$ cat config.mk
export PLATFORM = sky130hd
export DESIGN_NAME = instr_fetch_queue
export DESIGN_NICKNAME = d
export VERILOG_FILES = /design/src/rtl/ifq_pkg.sv /design/src/rtl/ifq_line_ram.sv /design/src/rtl/instr_fetch_queue.sv
export SDC_FILE = /design/constraint.sdc
export NUM_CORES = 1
export LEC_CHECK = 0
export ABC_AREA = 1
export CAP_MARGIN = 30
export CORE_MARGIN = 2
export CORE_UTILIZATION = 35
export CTS_CLUSTER_DIAMETER = 150
export DETAILED_ROUTE_END_ITERATION = 8
export DONT_BUFFER_PORTS = 1
export GPL_ROUTABILITY_DRIVEN = 0
export PLACE_DENSITY_LB_ADDON = 0.1
export SLEW_MARGIN = 20
export SYNTH_ARGS = -nofsm -noshare
export SYNTH_HDL_FRONTEND = slang
export SYNTH_HIERARCHICAL = 1
export SYNTH_SLANG_ARGS = --single-unit
$ cat constraint.sdc
create_clock -name Clk -period 14 [get_ports Clk]
set_input_delay 2.8 -clock Clk [delete_from_list [all_inputs] [get_ports Clk]]
set_output_delay 2.8 -clock Clk [all_outputs]
set_load 0.02 [all_outputs]
$ cat src/rtl/ifq_pkg.sv
// ifq_pkg: shared widths, fetch-state encoding and address helpers for the instruction fetch queue
package ifq_pkg;
  localparam int LINE_W = 128;
  localparam int INST_W = 32;
  localparam int WORDS_PER_LINE = 4;
  localparam int LINE_BYTES = LINE_W / 8;
  typedef enum logic [1:0] {F_IDLE, F_WAIT, F_DROP} fetch_state_t;
  function automatic logic [31:0] line_base(input logic [31:0] addr);
    return {addr[31:4], 4'b0};
  endfunction
endpackage

$ cat src/rtl/ifq_line_ram.sv
// ifq_line_ram: DEPTH x 128-bit line store, synchronous write, asynchronous read
module ifq_line_ram
  import ifq_pkg::*;
#(
  parameter int DEPTH = 4,
  localparam int AW = $clog2(DEPTH)
) (
  input  logic              clk,
  input  logic              we,
  input  logic [AW-1:0]     waddr,
  input  logic [LINE_W-1:0] wdata,
  input  logic [AW-1:0]     raddr,
  output logic [LINE_W-1:0] rdata
);
  logic [LINE_W-1:0] mem [DEPTH];
  always_ff @(posedge clk)
    if (we) mem[waddr] <= wdata;
  assign rdata = mem[raddr];
endmodule

$ cat src/rtl/instr_fetch_queue.sv
// instr_fetch_queue: fetches 128-bit lines from the I-cache and hands one
// instruction per cycle with its PC to dispatch; flushes and refetches on a jump.
module instr_fetch_queue
  import ifq_pkg::*;
#(
  parameter int          DEPTH    = 4,
  parameter logic [31:0] RESET_PC = 32'h0000_0000
) (
  input  logic              Clk,
  input  logic              Reset,
  output logic              Ifetch_Rd_En,
  output logic [31:0]       Ifetch_Addr,
  input  logic [LINE_W-1:0] Cache_Dout,
  input  logic              Cache_Rd_Valid,
  output logic [INST_W-1:0] Ifq_Inst,
  output logic [31:0]       Ifq_Pc_Out,
  output logic              Ifq_Empty,
  input  logic              Dispatch_Ren,
  input  logic              Dispatch_Jmp,
  input  logic [31:0]       Dispatch_Jmp_Addr
);
  localparam int AW = $clog2(DEPTH);
  localparam int PW = AW + 1;
  localparam int WW = $clog2(WORDS_PER_LINE);
  fetch_state_t state;
  logic [PW-1:0] wr_ptr, rd_ptr, count;
  logic [WW-1:0] rd_word;
  logic [31:0] fetch_pc, rd_pc;
  logic [LINE_W-1:0] head_line;
  logic full, empty, wr_en;
  assign count = wr_ptr - rd_ptr;
  assign full = count == PW'(DEPTH);
  assign empty = rd_ptr == wr_ptr;
  assign wr_en = state == F_WAIT && Cache_Rd_Valid && !Dispatch_Jmp;
  assign Ifetch_Rd_En = state == F_IDLE && !full && !Dispatch_Jmp;
  assign Ifetch_Addr = line_base(fetch_pc);
  assign Ifq_Empty = empty;
  assign Ifq_Inst = empty ? '0 : head_line[INST_W*rd_word +: INST_W];
  assign Ifq_Pc_Out = rd_pc;
  ifq_line_ram #(.DEPTH(DEPTH)) u_ram (
    .clk   (Clk),
    .we    (wr_en),
    .waddr (wr_ptr[AW-1:0]),
    .wdata (Cache_Dout),
    .raddr (rd_ptr[AW-1:0]),
    .rdata (head_line)
  );
  always_ff @(posedge Clk or posedge Reset)
    if (Reset) begin
      state    <= F_IDLE;
      wr_ptr   <= '0;
      rd_ptr   <= '0;
      rd_word  <= '0;
      fetch_pc <= RESET_PC;
      rd_pc    <= RESET_PC;
    end else if (Dispatch_Jmp) begin
      // a response landing in the jump cycle closes the request, so nothing is left to drop
      state    <= (state == F_IDLE || Cache_Rd_Valid) ? F_IDLE : F_DROP;
      wr_ptr   <= '0;
      rd_ptr   <= '0;
      rd_word  <= Dispatch_Jmp_Addr[3:2];
      fetch_pc <= line_base(Dispatch_Jmp_Addr);
      rd_pc    <= Dispatch_Jmp_Addr;
    end else begin
      if (Ifetch_Rd_En) state <= F_WAIT;
      else if (state != F_IDLE && Cache_Rd_Valid) state <= F_IDLE;
      if (wr_en) begin
        wr_ptr   <= wr_ptr + 1'b1;
        fetch_pc <= fetch_pc + 32'(LINE_BYTES);
      end
      if (Dispatch_Ren && !empty) begin
        rd_pc   <= rd_pc + 32'd4;
        rd_word <= rd_word + 1'b1;
        if (&rd_word) rd_ptr <= rd_ptr + 1'b1;
      end
    end
endmodule
# --- Word-level counts from Yosys, hierarchy flattened ---
# Memories as Yosys holds them, arrays and structs flattened.
# Index checks and enable logic that the tools add are counted.
totals:
  reg_bits: 74
  ramBits: 512
  mem_count: 1
  elab_cells: 53
mem_list:
  columns: ["memory", "words", "word_bits", "rd", "rd_ports_with_merged_regs", "wr", "line_no", "rtl"]
  rows:
  - ["u_ram.mem", 4, 128, 1, 0, 1, "ifq_line_ram.sv:15", "logic [LINE_W-1:0] mem [DEPTH];"]
op_classes:
  n_reduce_logical: 18
  n_shift: 1
  n_addsub: 6
  eq_ne: 3
  muxes: 18
ops:
  columns: ["cell", "n"]
  rows:
  - ["$mux W32", 5]
  - ["$shiftx A128 B8 Y32", 1]
  - ["$add A32 B3 Y32 const B", 1]
  - ["$add A32 B5 Y32 const B", 1]
  - ["$mux W3", 5]
  - ["$mux W2", 6]
  - ["$reduce_bool A2 Y1", 4]
  - ["$add A3 B1 Y3 const B", 2]
  - ["$logic_and A1 B1 Y1", 6]
  - ["$reduce_and A2 Y1", 2]
  - ["$eq A3 B3 Y1", 1]
  - ["$eq A3 B3 Y1 const B", 1]
  - ["$logic_not A1 Y1", 3]
  - ["$reduce_bool A3 Y1", 1]
  - ["$sub A3 B3 Y3", 1]
  - ["$add A2 B1 Y2 const B", 1]
  - ["$eq A2 B1 Y1 const B", 1]
  - ["$logic_not A2 Y1", 1]
  - ["$mux W1", 2]
  - ["$logic_or A1 B1 Y1", 1]

# --- Depth between registers and ports, before layout ---
logic_depth:
  ltp_word: 7
  ltp_mapped: 12
  ltp_nobuf: 12

# --- Hierarchy ---
# Netlist, hierarchy kept.
modules_own_cells:
  columns: ["mod", "cells_per_inst", "seq_area_each_um2", "instances", "area_each_um2"]
  rows:
  - ["ifq_line_ram", 2014, 15374.7, 1, 21658.3]
  - ["instr_fetch_queue", 967, 1751.7, 1, 5998.3]

# --- Worst setup path after synthesis ---
# OpenSTA, ideal clock, no wires.
synth_timing:
  kind: "input -> register"
  start: "input Dispatch_Jmp"
  end: "memory u_ram.mem[1][0] (enable)"
  t_required_ns: 13.227
  t_arrival_ns: 11.985
  setup_time_ns: 0.773
  path_slack_ns: 1.242
  stages: 4
  path_buffers: 1
  cell_sequence: "buf_4 nor2_1 inv_1 nor3_1"
synth_via:
  elab_chain_cells: 4
synth_rtl:
  columns: ["element", "line_no", "rtl"]
  rows:
  - ["start, declared", "instr_fetch_queue.sv:19", "input logic Dispatch_Jmp,"]
  - ["$logic_not A1 Y1", "instr_fetch_queue.sv:34", "assign wr_en = state == F_WAIT && Cache_Rd_Valid && !Dispatch_Jmp;"]
  - ["$logic_and A1 B1 Y1", "instr_fetch_queue.sv:34", null]
  - ["net wr_en", "instr_fetch_queue.sv:30", "logic full, empty, wr_en;"]
  - ["$mux W1", "ifq_line_ram.sv:17", "if (we) mem[waddr] <= wdata;"]
  - ["$mux W1 (not written as such)", "ifq_line_ram.sv:17", null]
  - ["end, declared", "ifq_line_ram.sv:15", null]
# The timed path passes the listed nets, and every way through them passes these cells.

# --- Worst setup path in the final report ---
layout_timing:
  start: "register rd_ptr[1]"
  end: "output Ifq_Inst[10]"
layout_via:
  elab_chain_cells: 3
  elab_cells_between_ends: 4
  cone_classes: "eq/ne (1); shift (1); mux (1); memory (1)"
layout_rtl:
  columns: ["element", "line_no", "rtl"]
  rows:
  - ["start, declared", "instr_fetch_queue.sv:26", "logic [PW-1:0] wr_ptr, rd_ptr, count;"]
  - ["start signal, assigned", "instr_fetch_queue.sv:74", "if (&rd_word) rd_ptr <= rd_ptr + 1'b1;"]
  - ["$mem_v2 Z4 W128", null, null]
  - ["net head_line[74]", "instr_fetch_queue.sv:29", "logic [LINE_W-1:0] head_line;"]
  - ["$shiftx A128 B8 Y32", "instr_fetch_queue.sv:38", "assign Ifq_Inst = empty ? '0 : head_line[INST_W*rd_word +: INST_W];"]
  - ["$mux W32", "instr_fetch_queue.sv:38", null]
  - ["end, declared", "instr_fetch_queue.sv:15", "output logic [INST_W-1:0] Ifq_Inst,"]
# The timed path passes the listed nets, and every way through them passes these cells.

==> summary.md <==
| Metric | Value |
|---|---|
| CTS Buf Count | 71 |
| Worst-case clock buffer depth | 3 |
| Vias per std cell | 4.72 |
| Synth top area share | 55.6% |
| WL/cell | 20.0 µm |
| Cell seen most often among critical-path stages | nor2_1 |
| CP Max Fanout | 60 |
| CTS root buf | clkbuf_16 |
| Yosys warns | 6 |
| FMAX | ~0.15 GHz |
| CP max stage delay | 0.80 ns |
| Global-route wire length before repair | ~120 mm |
| Initial antenna violation count | 3 |
| Most frequent cell after synthesis | nand2_1 |
| Worst Setup End Kind | primary output |
| Startpoint Class | register |
| Min-Delay Path Class | register to register |
| Final min period | 6.85 ns |
| Post-CTS Setup Bufs | 0 |
| Row count | ~100 |
| Worst-Margin Slew | 1.01 ns |
| Synthesized cell area | between 0.02 and 0.03 mm² |
| Gr usage total | around a fifth |
| Total power | 4.31 mW |
| Latest clock arrival within the worst-skew pair | approximately 0.63 ns |
| Seq cells post-synth | slightly below 600 |
| DRC | 0 |
| Synth area leaders | edfxtp_1 (56%), nand2_1 (12%), inv_1 (8.1%), dfrtp_1 (6.3%), nand3_1 (5.7%) |
| Unrepaired setup endpoints after global routing | false |
| Initial drt markers | roughly 1,400 |
| Crit path max-delay cell type | dfrtp_4 |
| Syn avg cell area | around 9.3 µm² |
| Final Cell Area | 0.0307 mm² |
| Final Cycle Share | 48.9% |
| Antenna-violating nets left | 0 |
| Req. time, crit path | about 11 ns |
| Setup Skew | about 0.027 ns |
| Vias | roughly 19,000 |
| HPWL after DPL | approximately 50 mm |
| IO buf count | 0 |
| Die area | about 0.081 mm² |
| Unique masters post-synth | 46 |
| Final Setup Violations | 0 |
| Util after Layout | between 30 and 40% |
| Fin. Hold Viols | 0 |
| CTS tree | yes |
| Largest net degree at the start of global routing | ~130 |
| Hold buffer count at CTS | 0 |
| H-tree depth | 3 |
| Max-Cap Viols | 0 |
| Power density over the cells | ~140 mW/mm² |
| Core area | between 0.07 and 0.08 mm² |
| Crit path DAT | ~4.1 ns |
| Clk sinks | 582 |
| Mapped Cells | 2,981 |
| 1st-pass router iterations | 5 |
| Initial Util | 35.2% |
| Vias in the first global route | about 18,000 |
| GR Overflow Total | 0 |
| Io pins | 263 |
| Sequential fraction of the synthesis area | between 60% and 70% |
| Post-Route WL | 81.2 mm |
| Area leader, netlist | edfxtp_1 |
| Area after DPL | about 0.028 mm² |
| PostCTS Resize Cnt | 0 |
| Synth Flop Type | edfxtp_1 |
| LEAKAGE | roughly 13 nW |
| CTS clk-pin slew, worst paths | approximately 0.05 ns |
| Setup TNS | 0 ns |
| Crit path kind | register to primary output |
| Slew headroom | around a third |
| Layout cells sized above 1 | 6.16% |
| Max Slew Vio Count | 0 |
| Post-synth ARST share | between 10% and 20% |
| Chip width | between 200 and 300 µm |
| Synth-to-layout area growth | 10.9% |
| Top post-synthesis cells by count | nand2_1 (855), inv_1 (597), edfxtp_1 (512) |
| EDFF count, synth | roughly 510 |
| CP Cell Sequence | inv_4 > buf_4 > nand3_1 > nand2_1 > nor2_1 > nor2_1 > o21ai_0 > a21oi_1 |
| Die height | approximately 290 µm |
| Final #Nets | 3,119 |
| Status | completed |
| Worst vdd ir | roughly 88 µV |
critical path, delay by kind of cell, from the launching register on:
kind	cells	cell delay, ns
buffers and inverters	2	1.07
AND/OR/NAND/NOR	4	0.40
flip-flops	1	0.80
AO/OA/AOI/OAI	2	1.03
power breakdown:
| group | total [mW] | switching (mW) | internal, mW |
|---|---|---|---|
| combinational | 0.461 | 0.347 | 0.114 |
| sequential | 2.05 | 0.102 | 1.95 |
| clock | 1.79 | 0.758 | 1.04 |
| total | 4.31 | 1.21 | 3.10 |
worst paths after layout:
path	startpoint	endpoint	slack, ns	depth (start not counted)
max in group asynchronous	Reset	Ifq_Pc_Out[23]	11.23	3
min reg2reg	wr_ptr[2]	wr_ptr[2]	0.54	1
max reg2reg	state[1]	u_ram/mem[3][58]	11.17	6
min in group asynchronous	Reset	Ifq_Pc_Out[10]	2.18	2
min	wr_ptr[2]	wr_ptr[2]	0.54	1
max	rd_ptr[1]	Ifq_Inst[10]	7.15	8
routing by layer:
layer / global-route usage, % / wire length, µm / up-vias
met5: 0 / 0 / -
met4: 6.68 / 2550 / 0
met3: 6.78 / 6420 / 125
met2: 32.3 / 38200 / 464
met1: 24.7 / 34000 / 9207
li1: - / - / 9348
through the flow:
| stage | worst slack [ns] | hold slack [ns] | instances |
|---|---|---|---|
| 6_report | 7.15 | 0.538 | 4056 |
| 2_1_floorplan | 1.24 | 0.490 | 2984 |
| 4_1_cts | 7.08 | 0.539 | 4053 |
| 5_1_grt | 6.94 | 0.561 | 4055 |
| 3_3_place_gp | 7.59 | 0.514 | 3921 |
| 3_5_place_dp | 7.75 | 0.530 | 3923 |
flip-flops by register name, indices dropped and copies added, names as in the netlist:
name	count
Ifq_Pc_Out	32
fetch_pc	28
rd_ptr	3
rd_word	2
state	2
u_ram/mem	512
wr_ptr	3
placed cells by master, fill, tap and decap left out, types with 5 or more instances in the layout:
cell / count
clkbuf_1: 15
dfrtp_1: 66
nand3_1: 313
edfxtp_1: 512
nor3_2: 6
nor2_4: 10
buf_4: 13
nor2_1: 219
buf_12: 6
a21oi_1: 62
o21bai_1: 6
xor2_1: 5
inv_1: 594
o211ai_1: 10
nor2_2: 9
clkinv_2: 13
nand2_2: 6
nand2_1: 855
o21ai_0: 84
inv_2: 8
o21ai_1: 10
a31oi_1: 7
clkinv_1: 15
ha_1: 7
clkbuf_16: 72
nand4_1: 13
final cells by class:
type | count | area, µm²
diodes | 2 | 5.00
clock buffers | 88 | 1870
clock inverters | 42 | 415
fillers | 7822 | 47900
inverters | 605 | 2280
multi-input cells | 1667 | 7400
flip-flops and latches | 582 | 17100
well taps | 1050 | 1310
repair buffers | 20 | 245
cells by family (layout without fill, tap and decap cells):
kind of cell               count (synthesis)  after routing  share of synthesized area, %
AOI/OAI and AO/OA                        196            196                          3.94
other                                      1              6                        0.0136
adders and majority gates                  7              7                         0.317
and+or+nand+nor                         1452           1452                          22.1
xor gates and xnor gates                   8              8                         0.281
buffers and inverters                    735            755                          11.4
DFF                                      582            582                          61.9
Power figures use the tool's default switching activity.
